<file path="src/rtl/pattern_sequencer_if.sv">
// Bundles the frame-advance controls and the pattern/transition outputs
// of the pattern sequencer.
// The master drives the controls (speed controller, bench); the slave is
// the sequencer itself.
interface pattern_sequencer_if #(
    parameter int SEL_W   = 2,
    parameter int FRAME_W = 8
);
    logic               next_frame;
    logic               advance;
    logic [1:0]         mode;
    logic [SEL_W-1:0]   pattern_select;
    logic [SEL_W-1:0]   pattern_upcoming;
    logic [FRAME_W-1:0] frame_count;
    logic               in_transition;
    logic [FRAME_W-1:0] blend_step;
    logic               pattern_changed;

    modport master (
        output next_frame,
        output advance,
        output mode,
        input  pattern_select,
        input  pattern_upcoming,
        input  frame_count,
        input  in_transition,
        input  blend_step,
        input  pattern_changed
    );

    modport slave (
        input  next_frame,
        input  advance,
        input  mode,
        output pattern_select,
        output pattern_upcoming,
        output frame_count,
        output in_transition,
        output blend_step,
        output pattern_changed
    );
endinterface

</file>
<file path="src/rtl/pattern_sequencer.sv">
// Background pattern sequencer for the VGA demoscene top level.
// Steps through NUM_PATTERNS patterns in cycle, reverse, ping-pong or hold
// order on next_frame pulses, with a manual skip, and exposes a transition
// window at the tail of each pattern so a blender can dissolve into the
// upcoming pattern.
module pattern_sequencer #(
    parameter int NUM_PATTERNS       = 4,
    parameter int SEL_W              = 2,
    parameter int FRAME_W            = 8,
    parameter int FRAMES_PER_PATTERN = 240,
    parameter int TRANS_FRAMES       = 16
) (
    input logic                clk,
    input logic                rst,
    pattern_sequencer_if.slave bus
);

    typedef enum logic [1:0] {
        MODE_CYCLE    = 2'd0,
        MODE_REVERSE  = 2'd1,
        MODE_PINGPONG = 2'd2,
        MODE_HOLD     = 2'd3
    } mode_e;

    localparam logic [SEL_W-1:0]   SEL_LAST   = SEL_W'(NUM_PATTERNS - 1);
    localparam logic [SEL_W-1:0]   SEL_ONE    = SEL_W'(1);
    localparam logic [FRAME_W-1:0] FRAME_LAST = FRAME_W'(FRAMES_PER_PATTERN - 1);
    localparam logic [FRAME_W-1:0] WIN_START  = FRAME_W'(FRAMES_PER_PATTERN - TRANS_FRAMES);
    localparam bit                 HAS_WINDOW = (TRANS_FRAMES != 0);

    mode_e              mode;
    logic [SEL_W-1:0]   sel;
    logic [SEL_W-1:0]   next_sel;
    logic               dir;
    logic               next_dir;
    logic [FRAME_W-1:0] frame_count;
    logic               pattern_changed;
    logic               in_window;

    assign mode = mode_e'(bus.mode);

    // Next-index rule for the current mode; HOLD borrows the CYCLE rule so a
    // manual skip still moves forward. dir is only rewritten by ping-pong.
    always_comb begin
        next_sel = '0;
        next_dir = dir;
        if (sel > SEL_LAST) begin
            next_sel = '0;
        end else begin
            case (mode)
                MODE_REVERSE: begin
                    next_sel = (sel == '0) ? SEL_LAST : sel - SEL_ONE;
                end
                MODE_PINGPONG: begin
                    if (!dir) begin
                        if (sel == SEL_LAST) begin
                            next_sel = sel - SEL_ONE;
                            next_dir = 1'b1;
                        end else begin
                            next_sel = sel + SEL_ONE;
                        end
                    end else begin
                        if (sel == '0) begin
                            next_sel = SEL_ONE;
                            next_dir = 1'b0;
                        end else begin
                            next_sel = sel - SEL_ONE;
                        end
                    end
                end
                default: begin
                    next_sel = (sel == SEL_LAST) ? '0 : sel + SEL_ONE;
                end
            endcase
        end
    end

    // Frame counting and pattern switching; a manual skip wins over a
    // coincident frame pulse, and HOLD lets the counter wrap without switching.
    always_ff @(posedge clk or posedge rst) begin
        if (rst) begin
            sel             <= '0;
            dir             <= 1'b0;
            frame_count     <= '0;
            pattern_changed <= 1'b0;
        end else begin
            pattern_changed <= 1'b0;
            if (bus.advance) begin
                sel             <= next_sel;
                dir             <= next_dir;
                frame_count     <= '0;
                pattern_changed <= 1'b1;
            end else if (bus.next_frame) begin
                if (frame_count >= FRAME_LAST) begin
                    frame_count <= '0;
                    if (mode != MODE_HOLD) begin
                        sel             <= next_sel;
                        dir             <= next_dir;
                        pattern_changed <= 1'b1;
                    end
                end else begin
                    frame_count <= frame_count + FRAME_W'(1);
                end
            end
        end
    end

    assign in_window = HAS_WINDOW && (mode != MODE_HOLD) && (frame_count >= WIN_START);

    assign bus.pattern_select   = sel;
    assign bus.pattern_upcoming = next_sel;
    assign bus.frame_count      = frame_count;
    assign bus.in_transition    = in_window;
    assign bus.blend_step       = in_window ? (frame_count - WIN_START) : '0;
    assign bus.pattern_changed  = pattern_changed;

endmodule

</file>
<file path="src/flat_wrapper.sv">
// flat-port wrapper written by rule: the top's interface ports become plain ports
module pattern_sequencer_flat 
#(
    parameter int NUM_PATTERNS       = 4,
    parameter int SEL_W              = 2,
    parameter int FRAME_W            = 8,
    parameter int FRAMES_PER_PATTERN = 240,
    parameter int TRANS_FRAMES       = 16
)
  (clk, rst, bus_next_frame, bus_advance, bus_mode, bus_pattern_select, bus_pattern_upcoming, bus_frame_count, bus_in_transition, bus_blend_step, bus_pattern_changed);
  pattern_sequencer_if #(.SEL_W(SEL_W), .FRAME_W(FRAME_W)) bus_i ();
  input logic clk;
  input logic rst;
  input wire logic [$bits(bus_i.next_frame)-1:0] bus_next_frame;
  input wire logic [$bits(bus_i.advance)-1:0] bus_advance;
  input wire logic [$bits(bus_i.mode)-1:0] bus_mode;
  output wire logic [$bits(bus_i.pattern_select)-1:0] bus_pattern_select;
  output wire logic [$bits(bus_i.pattern_upcoming)-1:0] bus_pattern_upcoming;
  output wire logic [$bits(bus_i.frame_count)-1:0] bus_frame_count;
  output wire logic [$bits(bus_i.in_transition)-1:0] bus_in_transition;
  output wire logic [$bits(bus_i.blend_step)-1:0] bus_blend_step;
  output wire logic [$bits(bus_i.pattern_changed)-1:0] bus_pattern_changed;
  assign bus_i.next_frame = bus_next_frame;
  assign bus_i.advance = bus_advance;
  assign bus_i.mode = bus_mode;
  assign bus_pattern_select = bus_i.pattern_select;
  assign bus_pattern_upcoming = bus_i.pattern_upcoming;
  assign bus_frame_count = bus_i.frame_count;
  assign bus_in_transition = bus_i.in_transition;
  assign bus_blend_step = bus_i.blend_step;
  assign bus_pattern_changed = bus_i.pattern_changed;
  pattern_sequencer #(.NUM_PATTERNS(NUM_PATTERNS), .SEL_W(SEL_W), .FRAME_W(FRAME_W), .FRAMES_PER_PATTERN(FRAMES_PER_PATTERN), .TRANS_FRAMES(TRANS_FRAMES)) u_core (.clk(clk), .rst(rst), .bus(bus_i));
endmodule
</file>
<file path="config.mk">
export PLATFORM = sky130hd
export DESIGN_NAME = pattern_sequencer_flat
export DESIGN_NICKNAME = d
export VERILOG_FILES = /design/src/rtl/pattern_sequencer_if.sv /design/src/rtl/pattern_sequencer.sv /design/src/flat_wrapper.sv
export SDC_FILE = /design/constraint.sdc
export NUM_CORES = 1
export LEC_CHECK = 0
export ABC_AREA = 1
export CAP_MARGIN = 40
export CORE_ASPECT_RATIO = 0.7
export CORE_MARGIN = 2
export CORE_UTILIZATION = 41
export CTS_BUF_LIST = sky130_fd_sc_hd__clkbuf_16
export CTS_CLUSTER_DIAMETER = 80
export DETAILED_ROUTE_END_ITERATION = 6
export GPL_ROUTABILITY_DRIVEN = 0
export PLACE_DENSITY = 0.85
export SYNTH_ARGS = -nofsm -noshare
export SYNTH_HDL_FRONTEND = slang
export SYNTH_SLANG_ARGS = --single-unit
</file>
<file path="constraint.sdc">
create_clock -name clk -period 1.2 [get_ports clk]
set_input_delay 0.3 -clock clk [delete_from_list [all_inputs] [get_ports clk]]
set_output_delay 0.3 -clock clk [all_outputs]
set_load 0.03 [all_outputs]
</file>
==> results.cfg <==
[grt]
grt_pass1_vias = 1066
grt_max_degree = 13
track_usage_pct = 25.9
grt_remaining_overflow = 0
grt_pass1_wl_um = 4880
antenna_found_initial = 0

[layout]
layout-drive-gt1-share_pct = 65.0
final_cells = 215
diodes = 0
post-route-util_pct = 88.3
finish.net_count = 199
area_growth_pct = 105
fill_cells = 93

[worst_setup_path]
cp_max_fo = 5
r2r_cells = 10
crit_type = reg2out
rr_startpoint = u_core.bus.pattern_select[0]$_DFFE_PP0P_
r2r_setup_slack_ps = -420
r2r-end = u_core.bus.pattern_select[0]$_DFFE_PP0P_
required_ps = 900
start_kind = flop
end_kind = output pin
arrival_ps = 1430

[timing]
fin_crit_ps = 1730
setup_viol = 28
rsz0062_at_grt = yes
hold_viol_final = 0
fin_crit_sh_pct = 144
fmax_mhz = 578
setup_slack_ps = -529
skew_ps = 0.813
final_max_slew_viol_count = 0

[power_and_ir_drop]
p_per_area_nw_per_um2 = 1110
seq_power_share_pct = 24.6
switchingPower_uw = 741
swShare_pct = 35.5
p_int_mw = 1.34
power_leakage_nw = 0.843
peakVddDrop_uv = 1040
combPwrFrac_pct = 45.1
p_clk_share_pct = 30.3

[logic_synthesis]
synth_nets = 135
ys_ff_latch = 12
synth.top_cells.by_count = inv_1, nand2_1, nor2_1
yosys_warnings = 0
async_flop_share_pct = 100
netlist.area_leader.share_pct = 32.9
synth.most_common_cell = inv_1
synth_cell_types = 27
synth_cells = 120
syn_area_per_cell_sq_um = 7.60
synthTopCellsByArea = dfrtp_1, ha_1, inv_1
yosysSeqAreaShare_pct = 32.9
synth_edf_count = 0
synthFlopType = dfrtp_1
synth_area_sq_um = 912
yosys.area.top_type = dfrtp_1

[placed_design]
io_buffers = 26
place.detailed.hpwl_um = 1880
dp_cells = 196

[cts]
clock-sinks = 12
htreeDepth = 1
cts.path.max_buffers = 2
cts_buffers = 3
clk_pin_slew_worst_paths_ps = 40
cts.root.buffer_cell = clkbuf_16
cts_tree = yes
clk_latency_ps = 250

[status]
status = complete, but fails checks
failed_checks = negative setup slack

[drt]
drtPass1Iterations = 4
drcViolationCount = 0
ant_nets = 0
avgRoutedWirePerCell_um = 16.7
post_drt_via_cell_ratio = 5.16
drt_iter0_markers = 47
drt_wl_total_um = 3580
vias = 1110

[job]
maxCapViolations = 0

[floorplanning]
initial_core_util_pct = 43.0
ios = 28
die_h_um = 43.5
die_area_sq_um = 2620
die_w_um = 60.4
core.rowCount = 14
core_sq_um = 2120

[worst_hold_path]
hold_path_class = in2async
==> worst max path at each step <==
| stage | start | to | slack (ps) |
|---|---|---|---|
| 2_1_floorplan | u_core.bus.frame_count[5]$_DFFE_PP0N_ | bus_blend_step[0] | -450 |
| 3_3_place_gp | bus_mode[0] | bus_pattern_upcoming[0] | -680 |
| 3_5_place_dp | bus_mode[1] | bus_pattern_upcoming[1] | -750 |
| 4_1_cts | u_core.bus.pattern_select[1]$_DFFE_PP0P_ | bus_pattern_upcoming[1] | -550 |
| 5_1_grt | u_core.bus.pattern_select[0]$_DFFE_PP0P_ | bus_pattern_upcoming[1] | -570 |
| 6_report | u_core.bus.pattern_select[0]$_DFFE_PP0P_ | bus_pattern_upcoming[1] | -530 |
==> routing by layer <==
layer	GRT usage [%]	wire length, um
met5	0	0
met4	8.44	84
met3	6.57	192
met2	48.0	1890
met1	28.8	1410
==> kinds of logic (layout without fill, tap and decap cells) <==
logic type | after synthesis | in the layout | synth area share [%]
buffers and inverters | 24 | 87 | 10.3
adder cells (fa/ha/maj) | 9 | 9 | 12.3
XOR/XNOR | 1 | 1 | 0.960
AND/OR/NAND/NOR | 58 | 58 | 31.8
AO/OA/AOI/OAI | 15 | 15 | 11.2
flip-flops | 12 | 12 | 32.9
other | 1 | 1 | 0.411
==> registers in the layout, summed over array words and instances (netlist names) <==
signal                      count
u_core.dir                      1
u_core.bus.frame_count          8
u_core.bus.pattern_select       2
u_core.bus.pattern_changed      1
==> cell usage in the layout, fill, tap and decap left out, types with 2 or more instances in the layout <==
master / n
nand2_1: 18
inv_1: 17
nand3_2: 2
nor2_2: 3
buf_4: 26
dlygate4sd2_1: 2
o21ai_0: 5
nor2_1: 7
nand3_1: 4
inv_2: 2
clkbuf_16: 3
inv_4: 2
nor2_4: 9
dfrtp_1: 3
ha_4: 7
nand2_4: 4
clkinvlp_4: 2
dfrtp_2: 9
nand4_1: 2
o21ai_2: 2
nand2_2: 4
nand3_4: 3
buf_6: 29
==> worst max-delay path, stage by stage, from the launching register on <==
cell	delay [ps]
dfrtp_2	420
ha_1	160
inv_1	40
nand2_1	70
nand3_2	100
a22oi_2	220
buf_6	170
==> power groups by stage <==
stage	Combinational [mW]	Clock (mW)	Sequential (mW)
6_report	0.941	0.631	0.513
5_1_grt	0.984	0.665	0.511
4_1_cts	0.814	0.633	0.500
3_5_place_dp	0.627	0	0.506
3_3_place_gp	0.593	0	0.505
2_1_floorplan	0.317	0	0.557
==> area by class of cell <==
class / instances / area, sq um / area share, %
Multi-Input combinational cell: 84 / 771 / 41.2
Timing Repair Buffer: 60 / 566 / 30.2
Sequential cell: 12 / 312 / 16.7
Inverter: 23 / 104 / 5.55
Clock buffer: 3 / 75.1 / 4.01
Tap cell: 32 / 40.0 / 2.14
Clock inverter: 1 / 3.75 / 0.201
==> metrics by stage <==
step	power, mW	setup TNS [ps]	instance area, sq um	setup slack [ps]	hold WS, ps
global route	2.16	-7510	1870	-565	438
detailed placement	1.13	-11040	1390	-753	514
global placement	1.10	-10200	1390	-681	482
CTS	1.95	-5550	1740	-551	347
finish	2.09	-6300	1870	-529	406
floorplan	0.873	-4740	992	-452	164
==> repair_timing <==
item / 4_1_cts / 5_1_grt
buffers inserted: 12 / 8
hold buffers: 0 / 0
resized for setup: 56 / 23
pin swaps: 17 / 17
setup endpoints to repair: 28 / 29
hold endpoints to repair: 0 / 0
Note: power is estimated with default switching activity, not from simulation.
